### config.mk
export PLATFORM = sky130hd
export DESIGN_NAME = comp_mult_arb
export DESIGN_NICKNAME = d
export VERILOG_FILES = /design/src/rtl/comp_mult_arb.sv
export SDC_FILE = /design/constraint.sdc
export NUM_CORES = 1
export LEC_CHECK = 0
export CORE_MARGIN = 5
export CORE_UTILIZATION = 40
export DETAILED_ROUTE_END_ITERATION = 16
export GPL_ROUTABILITY_DRIVEN = 1
export PLACE_DENSITY = 0.77
export SYNTH_ARGS = -nofsm -noshare
export SYNTH_HDL_FRONTEND = slang
export SYNTH_SLANG_ARGS = --single-unit
### constraint.sdc
create_clock -name clk -period 1.93 [get_ports clk]
set_input_delay 0.193 -clock clk [delete_from_list [all_inputs] [get_ports clk]]
set_output_delay 0.193 -clock clk [all_outputs]
set_load 0.03 [all_outputs]
### src/rtl/comp_mult_arb.sv
// comp_mult_arb: two-requester arbiter in front of a single shared complex
// multiplier. One transaction in flight at a time; round-robin on conflict.
// Operand and result words pass through untouched.
module comp_mult_arb #(
   parameter int DWIDTH = 8
) (
   input  logic                         clk,
   input  logic                         rst_n,
   input  logic                         sw_rst,
   input  logic [1:0]                   op_val,
   output logic [1:0]                   op_rdy,
   input  logic [2*4*DWIDTH-1:0]        op_data,
   output logic [1:0]                   res_val,
   input  logic [1:0]                   res_rdy,
   output logic [2*4*(DWIDTH+1)-1:0]    res_data,
   output logic                         m_op_val,
   input  logic                         m_op_rdy,
   output logic [4*DWIDTH-1:0]          m_op_data,
   input  logic                         m_res_val,
   output logic                         m_res_rdy,
   input  logic [4*(DWIDTH+1)-1:0]      m_res_data
);

   localparam int OW = 4*DWIDTH;
   localparam int RW = 4*(DWIDTH+1);

   typedef enum logic [1:0] {IDLE, SEND, WAIT, RET} state_t;

   state_t          state;
   logic            ptr;
   logic            id;
   logic            gnt;
   logic [OW-1:0]   op_sel;

   // Grant choice: the lone requester, or the one ptr favours when both ask
   always_comb begin
      gnt = 1'b0;
      if (op_val == 2'b11)
         gnt = ptr;
      else
         gnt = op_val[1];
   end

   // Ready only toward the granted requester, and only while idle
   always_comb begin
      op_rdy = 2'b00;
      if (state == IDLE && op_val[gnt])
         op_rdy[gnt] = 1'b1;
   end

   // Operand slice of the granted requester
   always_comb begin
      op_sel = gnt ? op_data[2*OW-1:OW] : op_data[OW-1:0];
   end

   // Transaction sequencer; every interface output is a register here
   always_ff @(posedge clk) begin
      if (!rst_n || sw_rst) begin
         state     <= IDLE;
         ptr       <= 1'b0;
         id        <= 1'b0;
         m_op_data <= '0;
         m_op_val  <= 1'b0;
         m_res_rdy <= 1'b0;
         res_val   <= 2'b00;
         res_data  <= '0;
      end else begin
         case (state)
            IDLE: begin
               if (op_val[gnt]) begin
                  m_op_data <= op_sel;
                  id        <= gnt;
                  ptr       <= ~gnt;
                  m_op_val  <= 1'b1;
                  state     <= SEND;
               end
            end
            SEND: begin
               if (m_op_rdy) begin
                  m_op_val  <= 1'b0;
                  m_res_rdy <= 1'b1;
                  state     <= WAIT;
               end
            end
            WAIT: begin
               if (m_res_val) begin
                  m_res_rdy <= 1'b0;
                  // Only the owning slice is overwritten; the other keeps its last result
                  if (id)
                     res_data[2*RW-1:RW] <= m_res_data;
                  else
                     res_data[RW-1:0] <= m_res_data;
                  res_val   <= id ? 2'b10 : 2'b01;
                  state     <= RET;
               end
            end
            RET: begin
               if (res_rdy[id]) begin
                  res_val <= 2'b00;
                  state   <= IDLE;
               end
            end
            default: state <= IDLE;
         endcase
      end
   end

endmodule

# [Yosys cells after proc, flatten, opt, wreduce, memory -nomap -nowiden]
# Cells that the tools add are included.
[classes] muxes=23 eq_ne=8 order_cmp=3 n_bitwise=2 n_reduce_logical=15
[ops] op="2-to-1 mux 32 bit" n=1
[ops] op="AND reduction 3 bit" n=5
[ops] op="2-to-1 mux 2 bit" n=7
[ops] op="2-to-1 mux 1 bit" n=10
[ops] op="case mux 2 bit (4 select lines)" n=1
[ops] op="equality test 2 bit, second input constant" n=3
[ops] op="!= test 2 bit, second input constant" n=3
[ops] op="nonzero test 2 bit" n=3
[ops] op="less-than comparator 1 x 2 -> 1 bit, second input constant" n=2
[ops] op="case mux 1 bit (2 select lines)" n=2
[ops] op="case mux 2 bit (2 select lines)" n=1
[ops] op="AND reduction 4 bit" n=1
[ops] op="equality test 2 x 1 -> 1 bit, second input constant" n=1
[ops] op="logical AND 1 bit" n=2
[ops] op="logical NOT 2 bit" n=1
[ops] op="!= test 2 x 1 -> 1 bit, second input constant" n=1
[ops] op="NOT 1 bit" n=2
[ops] op="AND reduction 2 bit" n=1
[ops] op="demux 1 bit (select 1 bit)" n=1
[ops] op="greater-or-equal comparator 1 bit, second input constant" n=1
[ops] op="logical NOT 1 bit" n=1
[ops] op="logical OR 1 bit" n=1
[totals] ff_bits=112 input_bits=109 word_cells=60

# [Logic depth before layout (Yosys ltp)]
# Gate-level depths: netlist (run 1).
[logic_depth] word_depth=7 depth_mapped=8 depth_no_buf=6

# [Worst setup path before layout (run 1)]
# Ideal clock, no wire load.
[synth_path] kind="reg-to-output" startpoint="register state[1]" endpoint="output op_rdy[0]" slack_ps=351 path_stages_with_launch=6 path_buffers=1 t_arrival_ps=1386 cell_sequence="dfxtp_1 -> inv_1 -> ha_1 -> o21a_1 -> clkbuf_1 -> and2_1"
[synth_via] elab_chain_len=3
[synth_lines] element="start: declaration" line="29" text="state_t state;"
[synth_lines] element="start signal: assignment" line="59" text="state <= IDLE;"
[synth_lines] element="start signal: assignment" line="75" text="state <= SEND;"
[synth_lines] element="start signal: assignment" line="82" text="state <= WAIT;"
[synth_lines] element="logical NOT 2 bit" line="47" text="if (state == IDLE && op_val[gnt])"
[synth_lines] element="logical AND 1 bit" line="47"
[synth_lines] element="2-to-1 mux 2 bit" line="47"
[synth_lines] element="end: declaration" line="11" text="output logic [1:0] op_rdy,"
# Every way passes these cells.

# [Worst setup path after layout (run 1)]
# Ends and elaborated chain as after synthesis.

==> results of run 1 <==
==> synthesized netlist by cell type (2+ instances only) <==
| cell | count | share of area, % |
|---|---|---|
| nand2_1 | 146 | 13 |
| dfxtp_1 | 112 | 51 |
| a21oi_1 | 107 | 12 |
| mux2i_1 | 35 | 8.0 |
| o21ai_0 | 29 | 3.3 |
| buf_2 | 16 | 1.8 |
| clkbuf_1 | 12 | 1.0 |
| nor2_1 | 10 | 0.86 |
| ha_1 | 6 | 1.7 |
| o21ai_1 | 5 | 0.57 |
| buf_6 | 4 | 1.0 |
| buf_8 | 3 | 1.0 |
| inv_1 | 3 | 0.26 |
| nand3_1 | 3 | 0.34 |
| nor2b_1 | 3 | 0.43 |
| and2_1 | 2 | 0.29 |
| buf_1 | 2 | 0.17 |
| nand2b_1 | 2 | 0.29 |
| o21a_1 | 2 | 0.34 |
==> logic make-up after synthesis <==
| logic type | synth area share, % |
|---|---|
| AO/OA/AOI/OAI | 18.05 |
| adder cells (fa/ha/maj) | 1.714 |
| buffers and inverters | 5.341 |
| flip-flops | 51.19 |
| multiplexers | 7.998 |
| AND/OR/NAND/NOR | 15.71 |
==> flip-flops by register name (all words and copies together), names as in the netlist <==
name / flops
res_data: 72
m_op_data: 32
res_val: 2
state: 2
id: 1
m_op_val: 1
m_res_rdy: 1
ptr: 1
==> power by group through the flow <==
stage	Combinational (uW)	Sequential (uW)	Clock, uW
after floorplan	260	2550	0
after global placement	768	2450	0
after CTS	809	2400	1420
final	813	2400	1380
after global routing	872	2410	1530
after detailed placement	780	2450	0
==> cell type report <==
type / instances / area [sq um]
clock buffer: 9 / 123.9
clock inverter: 7 / 75.07
fill: 898 / 3822
inverter: 3 / 11.26
multi-input combinational: 363 / 1929
sequential: 112 / 2243
tap: 140 / 175.2
timing repair buffer: 231 / 2412
==> worst paths after layout <==
kind                        from           end  slack [ns]  cells past startpoint
setup / recovery        state[1]     op_rdy[0]        0.12                      6
hold / removal    m_res_data[17]  res_data[53]        0.40                      3
setup reg to reg        state[1]      state[1]        0.22                      6
hold reg to reg     res_data[21]  res_data[21]        0.46                      2
==> routing by layer <==
layer	up-vias	share of wire, %	global-route usage, %
li1	2138	-	-
met1	1987	39	22.19
met2	180	48	34.69
met3	12	11	8.140
met4	0	1.1	4.751
met5	-	0	0
==> worst max-delay path, delay by kind of cell, from the launching register on <==
family	cells	cell delay [ns]
buffers and inverters	3	0.40
flip-flops	1	0.39
adder cells (fa/ha/maj)	1	0.18
AND/OR/NAND/NOR	1	0.14
AO/OA/AOI/OAI	1	0.13
==> through the flow <==
stage,area [sq um],hold slack [ns],power (uW),utilization (%),std cells
3_3_place_gp,6716,0.4421,3216,62.23,848
5_1_grt,6970,0.3736,4813,64.58,865
6_report,6970,0.3967,4593,64.58,865
2_1_floorplan,4380,0.3290,2805,-,515
3_5_place_dp,6716,0.4476,3229,62.23,848
4_1_cts,6952,0.3762,4631,64.41,865
==> timing repair <==
| action | 4_1_cts | 5_1_grt |
|---|---|---|
| pin swaps | 0 | 1 |
| endpoints found under the setup margin | 1 | 2 |
| cloned | 1 | 0 |
| gates resized for setup | 3 | 4 |
==> results.tsv, run 1 <==
metric	value	unit
finalClockSkew	0.01655	ns
drv_cap	0	
rsz0062_at_grt	false	
grt_max_degree	38	
pre_cts_slack	0.2066	ns
min_period_over_period	93.56	%
place_congestion	0.8174	
hold_viol_final	0	
drc	0	
fmax	0.5538	GHz
synthCells	515	
seq_area_frac_synth	51.19	%
cts_num_sinks	112	
hold_buffers	0	
max-vdd-ir-drop	0.4880	mV
first_iter_violations	280	
tns	0	ns
track_usage	19.75	%
pwr-share-clk	30.1	%
antenna_found_initial	0	
cts_htree_levels	3	
die_w	114.6	um
clock-root-buffer	clkbuf_8	
tightest_slew	0.4804	ns
max_stage_delay	0.39	ns
synth-seq-cells	112	
routed_wl	13.27	mm
min_period	1.806	ns
cts_buffer_depth	2	
io_buffers	218	
crit_fanout	21	
p_int	3311	uW
firstDrtPassIters	4	
area_delta_synth_final	59.13	%
hp-class	input port to flop	
power_frac_seq	52.2	%
cts_setup_buffers	0	
viasPerCell	4.991	
layout_common_cells	clkdlybuf4s50_1, nand2_1, dfxtp_1	
outcome	completed	
final_common_cell	clkdlybuf4s50_1	
setup.worst_path.class	flop to output port	
setup_viol	0	
avgSynthCellArea	8.506	sq um
ys_types	32	
ioPinCount	219	
antenna_cells	0	
clk_pin_slew	0.12	ns
p_per_area	658.9	mW/mm^2
cts_tree	yes	
final_max_slew_viol_count	0	
wire_per_inst	15.34	um
rows	38	
cp_cell_sequence	inv_2, ha_4, o21a_4, buf_12, and2_1, buf_4	
grt_pass1_wl	21.05	mm
p_comb_share	17.7	%
routed-via-count	4317	
slowest_stage	dfxtp_1	
initial_utilization	40.59	%
end_kind	output port	
cp.required	1.74	ns
grt_overflow	0	
grt_pass1_vias	4365	
arrival	1.61	ns
ys_warn_count	0	
netlist_area	0.004380	sq mm
p_sw_share	27.91	%
leakage	0.002513	uW
drtAntennaViolNets	0	
synth_edf_count	0	
drive_above_1_share	5.793	%
insertion_delay	0.36	ns
dp_hpwl	9.745	mm
synthArstFlopShare	0	%
dieHeight	114.6	um
relSlewSlack	67.69	%
synth_flop_cell	dfxtp_1	
synth_fp_nets	630	
switchingPower	1282	uW
nets	835	
core	0.01079	sq mm
finalWorstSetupSlack	0.1244	ns
die-area	0.01314	sq mm
worstSetupStartpointType	flop	
numCtsBuffers	9	
Note: power is estimated with default switching activity, not from simulation.
==> run 2, diff against run 1 <==
--- a/config.mk
+++ b/config.mk
@@ -5,6 +5,7 @@
 export SDC_FILE = /design/constraint.sdc
 export NUM_CORES = 1
 export LEC_CHECK = 0
+export CAP_MARGIN = 20
 export CORE_MARGIN = 5
 export CORE_UTILIZATION = 40
 export DETAILED_ROUTE_END_ITERATION = 16
==> results of run 2 <==
The final DEF is identical to that of run 1; final timing and power are the same.
